[src/rtl/keypad_scan_ctrl_if.sv]
// Keypad controller signal bundle: column sense and CPU acknowledge in,
// row drive and key/interrupt status out.
interface keypad_scan_ctrl_if;
  logic [2:0] col;
  logic       key_ack;
  logic [3:0] row;
  logic [3:0] key;
  logic       key_valid;
  logic       intr;
  logic       overrun;

  modport master (
    output col, key_ack,
    input  row, key, key_valid, intr, overrun
  );

  modport slave (
    input  col, key_ack,
    output row, key, key_valid, intr, overrun
  );
endinterface

[src/rtl/keypad_scan_ctrl.sv]
// 4x3 keypad scanner: tick-enabled row rotation, press/release debounce,
// key holding register with one-cycle interrupt, valid and overrun flags.
module keypad_scan_ctrl #(
  parameter int unsigned SCAN_DIV       = 20000,
  parameter int unsigned DEBOUNCE_TICKS = 3
) (
  input  logic               clk_i,
  input  logic               rst_i,
  keypad_scan_ctrl_if.slave  bus
);

  localparam int unsigned DIV_W = (SCAN_DIV > 1) ? $clog2(SCAN_DIV) : 1;
  localparam int unsigned CNT_W = $clog2(DEBOUNCE_TICKS + 1);
  localparam logic [DIV_W-1:0] DIV_LAST = DIV_W'(SCAN_DIV - 1);
  localparam logic [CNT_W-1:0] DEB_MAX  = CNT_W'(DEBOUNCE_TICKS);
  localparam logic [CNT_W-1:0] CNT_ONE  = CNT_W'(1);

  typedef enum logic [1:0] {
    ST_SCAN      = 2'd0,
    ST_DEB_PRESS = 2'd1,
    ST_HELD      = 2'd2
  } state_e;

  state_e           state_q, state_d;
  logic [DIV_W-1:0] div_q, div_d;
  logic [1:0]       row_idx_q, row_idx_d;
  logic [3:0]       row_q, row_d;
  logic [3:0]       cand_q, cand_d;
  logic [CNT_W-1:0] match_q, match_d;
  logic [CNT_W-1:0] rel_q, rel_d;
  logic [3:0]       key_q, key_d;
  logic             valid_q, valid_d;
  logic             intr_q, intr_d;
  logic             ovr_q, ovr_d;

  logic             tick_c;
  logic             col_any_c;
  logic [1:0]       col_idx_c;
  logic [3:0]       code_c;
  logic             match_hit_c;
  logic [CNT_W-1:0] match_inc_c;
  logic [CNT_W-1:0] rel_inc_c;
  logic             capture_c;
  logic             accept_c;
  logic             advance_c;

  assign tick_c    = (div_q == DIV_LAST);
  assign col_any_c = |bus.col;
  assign col_idx_c = bus.col[0] ? 2'd0 : (bus.col[1] ? 2'd1 : 2'd2);

  // Code of the key at the driven row and the lowest active column
  always_comb begin
    code_c = 4'h0;
    case (row_idx_q)
      2'd0: code_c = 4'(col_idx_c) + 4'd1;
      2'd1: code_c = 4'(col_idx_c) + 4'd4;
      2'd2: code_c = 4'(col_idx_c) + 4'd7;
      default: begin
        case (col_idx_c)
          2'd0:    code_c = 4'hA;
          2'd1:    code_c = 4'h0;
          default: code_c = 4'hB;
        endcase
      end
    endcase
  end

  assign match_hit_c = col_any_c && (code_c == cand_q);
  assign match_inc_c = (match_q == DEB_MAX) ? match_q : match_q + CNT_ONE;
  assign rel_inc_c   = (rel_q == DEB_MAX) ? rel_q : rel_q + CNT_ONE;

  always_ff @(posedge clk_i) begin
    if (rst_i) begin
      state_q <= ST_SCAN;
    end else begin
      state_q <= state_d;
    end
  end

  always_comb begin
    state_d = state_q;
    case (state_q)
      ST_SCAN: begin
        if (tick_c && col_any_c) begin
          state_d = (DEB_MAX == CNT_ONE) ? ST_HELD : ST_DEB_PRESS;
        end
      end
      ST_DEB_PRESS: begin
        if (tick_c) begin
          if (!match_hit_c)                state_d = ST_SCAN;
          else if (match_inc_c == DEB_MAX) state_d = ST_HELD;
        end
      end
      ST_HELD: begin
        if (tick_c && !col_any_c && (rel_inc_c == DEB_MAX)) state_d = ST_SCAN;
      end
      default: state_d = ST_SCAN;
    endcase
  end

  // Per-state control strobes and debounce counter updates
  always_comb begin
    capture_c = 1'b0;
    accept_c  = 1'b0;
    advance_c = 1'b0;
    match_d   = match_q;
    rel_d     = rel_q;
    case (state_q)
      ST_SCAN: begin
        if (tick_c) begin
          if (col_any_c) begin
            capture_c = 1'b1;
            match_d   = CNT_ONE;
            rel_d     = '0;
            accept_c  = (DEB_MAX == CNT_ONE);
          end else begin
            advance_c = 1'b1;
          end
        end
      end
      ST_DEB_PRESS: begin
        if (tick_c) begin
          if (match_hit_c) begin
            match_d  = match_inc_c;
            rel_d    = '0;
            accept_c = (match_inc_c == DEB_MAX);
          end else begin
            match_d   = '0;
            advance_c = 1'b1;
          end
        end
      end
      ST_HELD: begin
        if (tick_c) begin
          if (col_any_c) begin
            rel_d = '0;
          end else begin
            rel_d     = rel_inc_c;
            advance_c = (rel_inc_c == DEB_MAX);
          end
        end
      end
      default: ;
    endcase
  end

  // Datapath next state; an accept coinciding with an ack consumes the old key
  always_comb begin
    div_d     = tick_c ? '0 : div_q + DIV_W'(1);
    row_idx_d = advance_c ? row_idx_q + 2'd1 : row_idx_q;
    row_d     = advance_c ? {row_q[2:0], row_q[3]} : row_q;
    cand_d    = capture_c ? code_c : cand_q;
    key_d     = key_q;
    valid_d   = valid_q;
    ovr_d     = ovr_q;
    intr_d    = accept_c;
    if (accept_c) begin
      key_d   = code_c;
      valid_d = 1'b1;
      ovr_d   = bus.key_ack ? 1'b0 : (ovr_q | valid_q);
    end else if (bus.key_ack && valid_q) begin
      valid_d = 1'b0;
      ovr_d   = 1'b0;
    end
  end

  always_ff @(posedge clk_i) begin
    if (rst_i) begin
      div_q     <= '0;
      row_idx_q <= 2'd0;
      row_q     <= 4'b0001;
      cand_q    <= 4'h0;
      match_q   <= '0;
      rel_q     <= '0;
      key_q     <= 4'h0;
      valid_q   <= 1'b0;
      intr_q    <= 1'b0;
      ovr_q     <= 1'b0;
    end else begin
      div_q     <= div_d;
      row_idx_q <= row_idx_d;
      row_q     <= row_d;
      cand_q    <= cand_d;
      match_q   <= match_d;
      rel_q     <= rel_d;
      key_q     <= key_d;
      valid_q   <= valid_d;
      intr_q    <= intr_d;
      ovr_q     <= ovr_d;
    end
  end

  assign bus.row       = row_q;
  assign bus.key       = key_q;
  assign bus.key_valid = valid_q;
  assign bus.intr      = intr_q;
  assign bus.overrun   = ovr_q;

endmodule
[src/flat_wrapper.sv]
// flat-port wrapper written by rule: the top's interface ports become plain ports
module keypad_scan_ctrl_flat 
#(
  parameter int unsigned SCAN_DIV       = 20000,
  parameter int unsigned DEBOUNCE_TICKS = 3
)
  (clk_i, rst_i, bus_col, bus_key_ack, bus_row, bus_key, bus_key_valid, bus_intr, bus_overrun);
  keypad_scan_ctrl_if bus_i ();
  input  logic clk_i;
  input  logic rst_i;
  input wire logic [$bits(bus_i.col)-1:0] bus_col;
  input wire logic [$bits(bus_i.key_ack)-1:0] bus_key_ack;
  output wire logic [$bits(bus_i.row)-1:0] bus_row;
  output wire logic [$bits(bus_i.key)-1:0] bus_key;
  output wire logic [$bits(bus_i.key_valid)-1:0] bus_key_valid;
  output wire logic [$bits(bus_i.intr)-1:0] bus_intr;
  output wire logic [$bits(bus_i.overrun)-1:0] bus_overrun;
  assign bus_i.col = bus_col;
  assign bus_i.key_ack = bus_key_ack;
  assign bus_row = bus_i.row;
  assign bus_key = bus_i.key;
  assign bus_key_valid = bus_i.key_valid;
  assign bus_intr = bus_i.intr;
  assign bus_overrun = bus_i.overrun;
  keypad_scan_ctrl #(.SCAN_DIV(SCAN_DIV), .DEBOUNCE_TICKS(DEBOUNCE_TICKS)) u_core (.clk_i(clk_i), .rst_i(rst_i), .bus(bus_i));
endmodule
[config.mk]
export PLATFORM = sky130hd
export DESIGN_NAME = keypad_scan_ctrl_flat
export DESIGN_NICKNAME = d
export VERILOG_FILES = /design/src/rtl/keypad_scan_ctrl_if.sv /design/src/rtl/keypad_scan_ctrl.sv /design/src/flat_wrapper.sv
export SDC_FILE = /design/constraint.sdc
export NUM_CORES = 1
export LEC_CHECK = 0
export CORE_AREA = 5 5 72 74
export CTS_CLUSTER_SIZE = 28
export DETAILED_ROUTE_END_ITERATION = 16
export DIE_AREA = 0 0 77 79
export PLACE_DENSITY = 0.74
export SLEW_MARGIN = 20
export SYNTH_ARGS = -nofsm -noshare
export SYNTH_HDL_FRONTEND = slang
export SYNTH_SLANG_ARGS = --single-unit
export TNS_END_PERCENT = 100
[constraint.sdc]
create_clock -name clk_i -period 3.21 [get_ports clk_i]
set_clock_uncertainty 0.05 [all_clocks]
set_input_delay 0.8025 -clock clk_i [delete_from_list [all_inputs] [get_ports clk_i]]
set_output_delay 0.8025 -clock clk_i [all_outputs]
set_load 0.005 [all_outputs]
# [Word-level counts from Yosys, hierarchy flattened]
# Index checks and enable logic that the tools add are counted.
[word_totals] out_inout_bits=11 input_bits=6 elab_cells=96 reg_bits=38
[classes] n_bitwise=1 n_eq_ne=19 addsub=7 muxes=41 n_reduce_logical=17
[op_table] operator="2-bit 2-to-1 mux" count=19
[op_table] operator="1-bit 2-to-1 mux" count=16
[op_table] operator="15-bit by 1-bit adder with 15-bit output, second input constant" count=1
[op_table] operator="15-bit equality test, second input constant" count=1
[op_table] operator="2-bit by 1-bit inequality test with 1-bit output, second input constant" count=7
[op_table] operator="2-bit equality test, second input constant" count=6
[op_table] operator="2-bit case mux with 3 select lines" count=2
[op_table] operator="4-bit case mux with 3 select lines" count=1
[op_table] operator="2-bit by 3-bit adder with 4-bit output, second input constant" count=2
[op_table] operator="4-bit case mux with 2 select lines" count=1
[op_table] operator="4-bit AND reduction" count=2
[op_table] operator="2-bit by 1-bit adder with 2-bit output, second input constant" count=3
[op_table] operator="2-bit by 1-bit equality test with 1-bit output, second input constant" count=3
[op_table] operator="2-bit zero test" count=3
[op_table] operator="6-bit AND reduction" count=1
[op_table] operator="1-bit logical AND" count=5
[op_table] operator="4-bit equality test" count=1
[op_table] operator="2-bit case mux with 2 select lines" count=1
[op_table] operator="2-bit nonzero test" count=2
[op_table] operator="2-bit by 1-bit adder with 3-bit output, second input constant" count=1
[op_table] operator="3-bit inequality test, second input constant" count=1
[op_table] operator="1-bit case mux with 3 select lines" count=1
[op_table] operator="3-bit nonzero test" count=1
[op_table] operator="3-bit OR reduction" count=1
[op_table] operator="other kinds (3)" count=3

# [Depth between registers and ports, before layout]
# Gate-level depths: netlist (run 1).
[logic_depth] depth_word=11 ltp_mapped=12 mapped_depth_nobuf=10

# [Worst setup path before layout (run 1)]
# OpenSTA, ideal clock, no wires.
[synth_timing] path_type="input to register" from="input bus_col[1]" to="register u_core.row_idx_q[0]" t_required_ns=3.039 setup_ns=0.121 path_stages=9 arrival_time_ns=2.673 path_slack_ns=0.366 n_path_buf=1 path_cell_list="nor2_1 inv_1 ha_1 a222oi_1 a32oi_1 and3_1 buf_6 a31oi_4 mux2_4"
[synth_between] elab_chain_cells=10 elab_cells_between_ends=19 cone_classes="3 x add/sub; 2 x eq/ne; 11 x mux; 3 x reduce/logical"
[synth_rtl] element="from (decl)" line_no="flat_wrapper.sv:11" rtl="input wire logic [$bits(bus_i.col)-1:0] bus_col;"
[synth_rtl] element="branches (longest 9 deep; another with 2-bit by 3-bit adder with 4-bit output)"
[synth_rtl] element="1-bit case mux with 3 select lines *" line_no="keypad_scan_ctrl.sv:108" rtl="case (state_q)"
[synth_rtl] element="to (signal assigned)" line_no="keypad_scan_ctrl.sv:181" rtl="row_idx_q <= row_idx_d;"
[synth_rtl] element="to (decl)" line_no="keypad_scan_ctrl.sv:26" rtl="logic [1:0] row_idx_q, row_idx_d;"
# Mark *: on every way between the ends.
# A chain may end at the register's enable or synchronous reset.

# [Worst setup path after layout (run 1)]
[layout_timing] from="input bus_col[0]" to="register u_core.state_q[0]"
[layout_between] elab_chain_cells=9 elab_cells_between_ends=22 cone_classes="3 x add/sub; 5 x eq/ne; 6 x mux; 8 x reduce/logical"
[layout_rtl] element="branches (longest 9 deep; another with 2-bit by 3-bit adder with 4-bit output)"
[layout_rtl] element="to (signal assigned)" line_no="keypad_scan_ctrl.sv:76" rtl="state_q <= state_d;"
[layout_rtl] element="to (decl)" line_no="keypad_scan_ctrl.sv:24" rtl="state_e state_q, state_d;"
# Parallel ways; which one is timed is not known. The select of a mux whose other input is x is not followed.

==> results.yml, run 1 <==
clocking:
  hold_buffers: 0
  post_cts_buffers: 0
  cts_tree: "yes"
  clk_latency_ns: 0.29
  cts_made_buffers: 5
  clk_pin_slew_worst_paths_ns: 0.08
  root_buffer: "clkbuf_8"
  clockBufferDepth: 2
  cts_sinks: 38
  htreeDepth: 2
  post_cts_resized: 0
worst_setup_path:
  worst-path-max-fanout: 7
  r2r-start: "u_core.row_idx_q[0]"
  cp.required_ns: 3.39
  critPathKind: "primary input to register"
  ff2ff_setup_slack_ns: 0.69
  critPathLaunch: "bus_col[0]"
  critPathCaptureType: "register"
  crit_path_start_kind: "primary input"
  arrival_ns: 3.19
  cp-endpoint: "u_core.state_q[0]"
  r2r_end: "u_core.state_q[0]"
  r2r_cells: 10
pwr:
  p_int_uw: 681.0
  p_comb_frac: 0.084
  power.switching_uw: 218.9
  ir_drop_v: 0.0002278
  pwr-share-clk: 0.386
  leakagePower_uw: 0.0009741
  powerDensity_nw_per_um2: 351.3
  power_frac_seq: 0.530
  p_sw_frac: 0.2432
grt:
  grtUsageTotal: 0.1539
  grt_pass1_vias: 1747
  gr-total-overflow: 0
  grt_pass1_wl_um: 7755
  antenna_found_initial: 0
  grt_max_degree: 20
yosys:
  ys_types: 53
  synth_edf_count: 0
  ys_top_cells_by_area: "dfxtp_1 (35%), ha_1 (6.3%), nor2_1 (5.4%)"
  syn-cell-area_um2: 2171
  avgSynthCellArea_um2: 8.317
  yosys.area.top_type: "dfxtp_1"
  synthCells: 261
  ys_seq_area_frac: 0.3504
  synth-main-ff-cell: "dfxtp_1"
  async_flop_share: 0
  yosysWarnings: 0
  ys_ff_latch: 38
  synthesis.nets: 278
  synth_top_area_share: 0.3504
floorplan:
  core_um2: 4536
  die_w_um: 77
  die_h_um: 79
  design.portCount: 17
  initial_core_util: 0.4786
  rows: 25
  die_area_um2: 6083
placement:
  place_congestion: 0.8519
  hpwl_um: 3291
  port-buffer-count: 16
  dp_cells: 334
timing:
  hold_viol: 0
  fmax_ghz: 0.3320
  slew_headroom: 0.6872
  rsz0062_at_grt: "no"
  drv_slew: 0
  final-setup-viol-count: 0
  post-route-period-util: 0.9385
  tns_ns: 0
  worstMarginPinSlew_ns: 0.4663
  period_needed_ns: 3.012
route:
  drt_iter0_drc: 118
  drtAntennaViolNets: 0
  drc: 0
  routed_wl_um: 4492
  wl_met2_um: 1984
  wl_met1_um: 2261
  viasPerCell: 5.667
  wl_per_cell_um: 13.13
  vias: 1938
  top_layer: "met4"
  dr.pass1.iters: 4
  route.met3.wl_um: 146
layout:
  final_core_util: 0.5647
  syn_to_final_growth_pct: 17.98
  fin_cells: 342
  final_common_cell: "dfxtp_1"
  final_cell_mix: "dfxtp_1 (38), nor2_1 (30), nand2_1 (20)"
  antennaDiodeCount: 0
  drive_gt1_frac: 0.1215
  final_nets: 304
run:
  drv_cap: 0
worst_hold_path:
  min_path_type: "register to register"
status:
  status: "complete, no violations"
-- cells by family (layout without fill, tap and decap cells) --
logic type,count (synthesis),in the layout,synth area share
and+or+nand+nor,106,106,0.2478
DFF,38,38,0.3504
xor gates and xnor gates,15,15,0.06052
AOI/OAI and AO/OA,52,52,0.1672
muxes,11,11,0.05303
buffers and inverters,28,55,0.05764
adders and majority gates,11,11,0.06340
-- cell type report --
type | count | area (um2)
Clock inverter | 2 | 12.51
Fill cell | 419 | 1974
Clock buffer | 6 | 82.58
Tap cell | 54 | 67.56
Multi-Input combinational cell | 195 | 1300
Inverter | 16 | 62.56
Sequential cell | 38 | 760.7
Timing Repair Buffer | 31 | 275.3
-- synthesized netlist by cell type (2+ instances only) --
cell type and instances:
and4_2 2, buf_2 2, or3_1 2, mux2i_1 10, nand3_1 14, inv_1 13, nor3_1 8, nand2b_1 3
o22ai_1 3, nand4_1 6, xor2_1 10, nor2b_1 2, and2_1 3, nor4bb_1 2, buf_6 2, dfxtp_1 38
o21a_1 2, a31oi_1 5, nand2_1 20, and3_1 5, xnor2_1 5, a21oi_1 16, and4_1 2, ha_1 11
clkbuf_1 8, o2111ai_1 2, nor2_1 31, a211oi_1 3, o21ai_0 7
-- metal layers --
layer | vias to the layer above | GRT usage
met4 | 0 | 0.07216
met3 | 9 | 0.03515
li1 | 984 | -
met5 | - | 0
met1 | 906 | 0.2074
met2 | 39 | 0.2326
-- how the worst min path moves through the flow --
| stage | from | to | slack [ns] | cells after the start |
|---|---|---|---|---|
| 6_report | u_core.div_q[0] | u_core.div_q[0] | 0.43 | 1 |
| 2_1_floorplan | u_core.div_q[0] | u_core.div_q[0] | 0.38 | 1 |
| 4_1_cts | u_core.div_q[0] | u_core.div_q[0] | 0.43 | 1 |
| 3_3_place_gp | u_core.div_q[0] | u_core.div_q[0] | 0.40 | 1 |
| 5_1_grt | u_core.bus.key[0] | u_core.bus.key[0] | 0.45 | 2 |
| 3_5_place_dp | u_core.div_q[0] | u_core.div_q[0] | 0.41 | 1 |
-- critical path, stage by stage --
cell and delay (ns):
clkdlybuf4s50_1 0.48, nor2_2 0.18, inv_1 0.07, ha_1 0.30, a222oi_1 0.34, a32oi_2 0.19, and3_4 0.23, buf_4 0.16
a41oi_1 0.23, mux2i_1 0.20
-- power groups by stage --
stage / Combinational (uW) / Clock, uW / Sequential [uW]
final: 75.3 / 347 / 477
after global routing: 82.4 / 380 / 478
after CTS: 72.5 / 358 / 477
after detailed placement: 72.1 / 0 / 488
after global placement: 71.1 / 0 / 488
after floorplan: 46.1 / 0 / 488
-- state kept, by name (all words and copies together), names as in the netlist --
register              cells
u_core.div_q             15
u_core.bus.key            4
u_core.bus.row            4
u_core.cand_q             4
u_core.match_q            2
u_core.rel_q              2
u_core.row_idx_q          2
u_core.state_q            2
u_core.bus.intr           1
u_core.bus.key_valid      1
u_core.bus.overrun        1
-- metrics by stage --
step | cell area (um2) | hold slack (ns) | total power (uW) | worst slack (ns)
after floorplan | 2171 | 0.3799 | 533.8 | 0.3662
after global placement | 2449 | 0.3982 | 559.3 | -0.06816
after detailed placement | 2449 | 0.4088 | 560.4 | -0.1320
after CTS | 2544 | 0.4278 | 907.2 | 0.1711
after global routing | 2561 | 0.4513 | 940.0 | 0.03521
final | 2561 | 0.4268 | 899.9 | 0.1975
No activity file was read; power rests on OpenSTA's default activity.
==> run 2, diff against run 1 <==
--- a/config.mk
+++ b/config.mk
@@ -7,4 +7,5 @@
 export LEC_CHECK = 0
 export CORE_AREA = 5 5 72 74
+export CTS_BUF_LIST = sky130_fd_sc_hd__clkbuf_4 sky130_fd_sc_hd__clkbuf_8
 export CTS_CLUSTER_SIZE = 28
 export DETAILED_ROUTE_END_ITERATION = 16
==> constraint.sdc (replaced) <==
create_clock -name clk_i -period 3.21 [get_ports clk_i]
set_clock_uncertainty 0.05 [all_clocks]
set_input_delay 0.4815 -clock clk_i [delete_from_list [all_inputs] [get_ports clk_i]]
set_output_delay 0.4815 -clock clk_i [all_outputs]
set_load 0.005 [all_outputs]
==> results.yml, run 2 (synthesized netlist as in run 1, its figures left out) <==
status:
  status: "complete, no violations"
timing:
  hold_viol: 0
  rsz0062_at_grt: "no"
  tns_ns: 0
  drv_slew: 0
  worstMarginPinSlew_ns: 0.4671
  slew_headroom: 0.6867
  final-setup-viol-count: 0
  post-route-period-util: 0.8830
  fmax_ghz: 0.3528
  period_needed_ns: 2.834
grt:
  grt_max_degree: 21
  gr-total-overflow: 0
  antenna_found_initial: 0
  grt_pass1_vias: 1820
  grtUsageTotal: 0.1540
  grt_pass1_wl_um: 7776
route:
  routed_wl_um: 4493
  dr.pass1.iters: 4
  wl_per_cell_um: 13.49
  drc: 0
  vias: 1892
  drtAntennaViolNets: 0
  drt_iter0_drc: 103
  viasPerCell: 5.682
worst_setup_path:
  critPathKind: "primary input to register"
  critPathLaunch: "bus_col[1]"
  r2r-start: "u_core.row_idx_q[0]"
  r2r_cells: 9
  cp.required_ns: 3.38
  critPathCaptureType: "register"
  ff2ff_setup_slack_ns: 0.72
  arrival_ns: 3.01
  crit_path_start_kind: "primary input"
  worst-path-max-fanout: 7
  r2r_end: "u_core.state_q[0]"
layout:
  fin_cells: 333
  top_register: "u_core.div_q"
  seq_area_um2: 760.7
  final_common_cell: "dfxtp_1"
  antennaDiodeCount: 0
  multiInputGateArea_um2: 1285
  final_cell_mix: "dfxtp_1 (38), nor2_1 (31), nand2_1 (20)"
  largest_reg_flops: 15
  drive_gt1_frac: 0.08244
  fillerInstances: 431
  final_nets: 295
  syn_to_final_growth_pct: 14.70
clocking:
  post_cts_buffers: 0
  post_cts_resized: 0
  cts_made_buffers: 5
  clk_pin_slew_worst_paths_ns: 0.08
  clockBufferDepth: 2
  root_buffer: "clkbuf_8"
  clk_latency_ns: 0.30
  htreeDepth: 2
  cts_sinks: 38
  cts_tree: "yes"
  hold_buffers: 0
floorplan:
  die_w_um: 77
  die_h_um: 79
  die_area_um2: 6083
  core_um2: 4536
  design.portCount: 17
  rows: 25
  initial_core_util: 0.4786
worst_hold_path:
  min_path_type: "register to register"
  worstHoldPathCells: 1
  min-delay-start: "u_core.div_q[0]"
  min_delay_worst_endpoint: "u_core.div_q[0]"
run:
  drv_cap: 0
pwr:
  p_comb_frac: 0.068
  powerDensity_nw_per_um2: 379.4
  power_frac_seq: 0.505
  p_sw_frac: 0.2282
  leakagePower_uw: 0.0009292
  ir_drop_v: 0.0002148
  p_int_uw: 729.0
  power.switching_uw: 215.6
  pwr-share-clk: 0.426
placement:
  dp_cells: 325
  port-buffer-count: 16
  hpwl_um: 3189
  place_congestion: 0.8756
-- run 2: power groups by stage --
stage | combinational (uW) | clock (uW) | sequential, uW
global placement | 62.8 | 0 | 488
floorplan | 46.1 | 0 | 488
CTS | 64.6 | 412 | 477
finish | 64.6 | 403 | 477
global route | 71.5 | 431 | 478
detailed placement | 63.9 | 0 | 488
-- run 2: cell type report --
type | instances | share of cell area
tap | 54 | 0.02714
multi-input combinational | 195 | 0.5161
inverter | 16 | 0.02513
clock buffer | 5 | 0.02764
timing repair buffer | 22 | 0.08241
clock inverter | 3 | 0.01608
sequential | 38 | 0.3055
-- run 2: metal layers --
layer / global-route usage / routed length [um]
met2: 0.2496 / 2037
met5: 0 / 0
met1: 0.1901 / 2159
met4: 0.07216 / 85
met3: 0.04082 / 210
-- run 2: critical path, stage by stage --
cell and delay (ns):
clkdlybuf4s50_1 0.58, inv_2 0.08, nor2_4 0.16, inv_4 0.06
ha_1 0.29, a222oi_1 0.29, a32oi_1 0.20, and3_1 0.26
buf_4 0.17, a41oi_1 0.23, mux2i_1 0.21
-- run 2: worst max path at each step --
| stage | end | slack (ns) | cells after the start |
|---|---|---|---|
| 2_1_floorplan | u_core.row_idx_q[0] | 0.69 | 9 |
| 6_report | u_core.state_q[0] | 0.38 | 11 |
| 4_1_cts | u_core.state_q[0] | 0.39 | 11 |
| 3_5_place_dp | u_core.state_q[0] | 0.11 | 10 |
| 3_3_place_gp | u_core.bus.row[1] | 0.18 | 11 |
| 5_1_grt | u_core.state_q[0] | 0.17 | 10 |
-- run 2: stage by stage --
step | total power (uW) | utilization | area [um2] | setup slack [ns] | hold slack [ns]
2_1_floorplan | 533.8 | - | 2171 | 0.6872 | 0.3799
3_3_place_gp | 551.0 | 0.5250 | 2381 | 0.1777 | 0.3983
3_5_place_dp | 552.1 | 0.5250 | 2381 | 0.1107 | 0.4039
4_1_cts | 954.2 | 0.5490 | 2490 | 0.3922 | 0.4237
5_1_grt | 981.0 | 0.5490 | 2490 | 0.1704 | 0.4559
6_report | 944.6 | 0.5490 | 2490 | 0.3757 | 0.4178
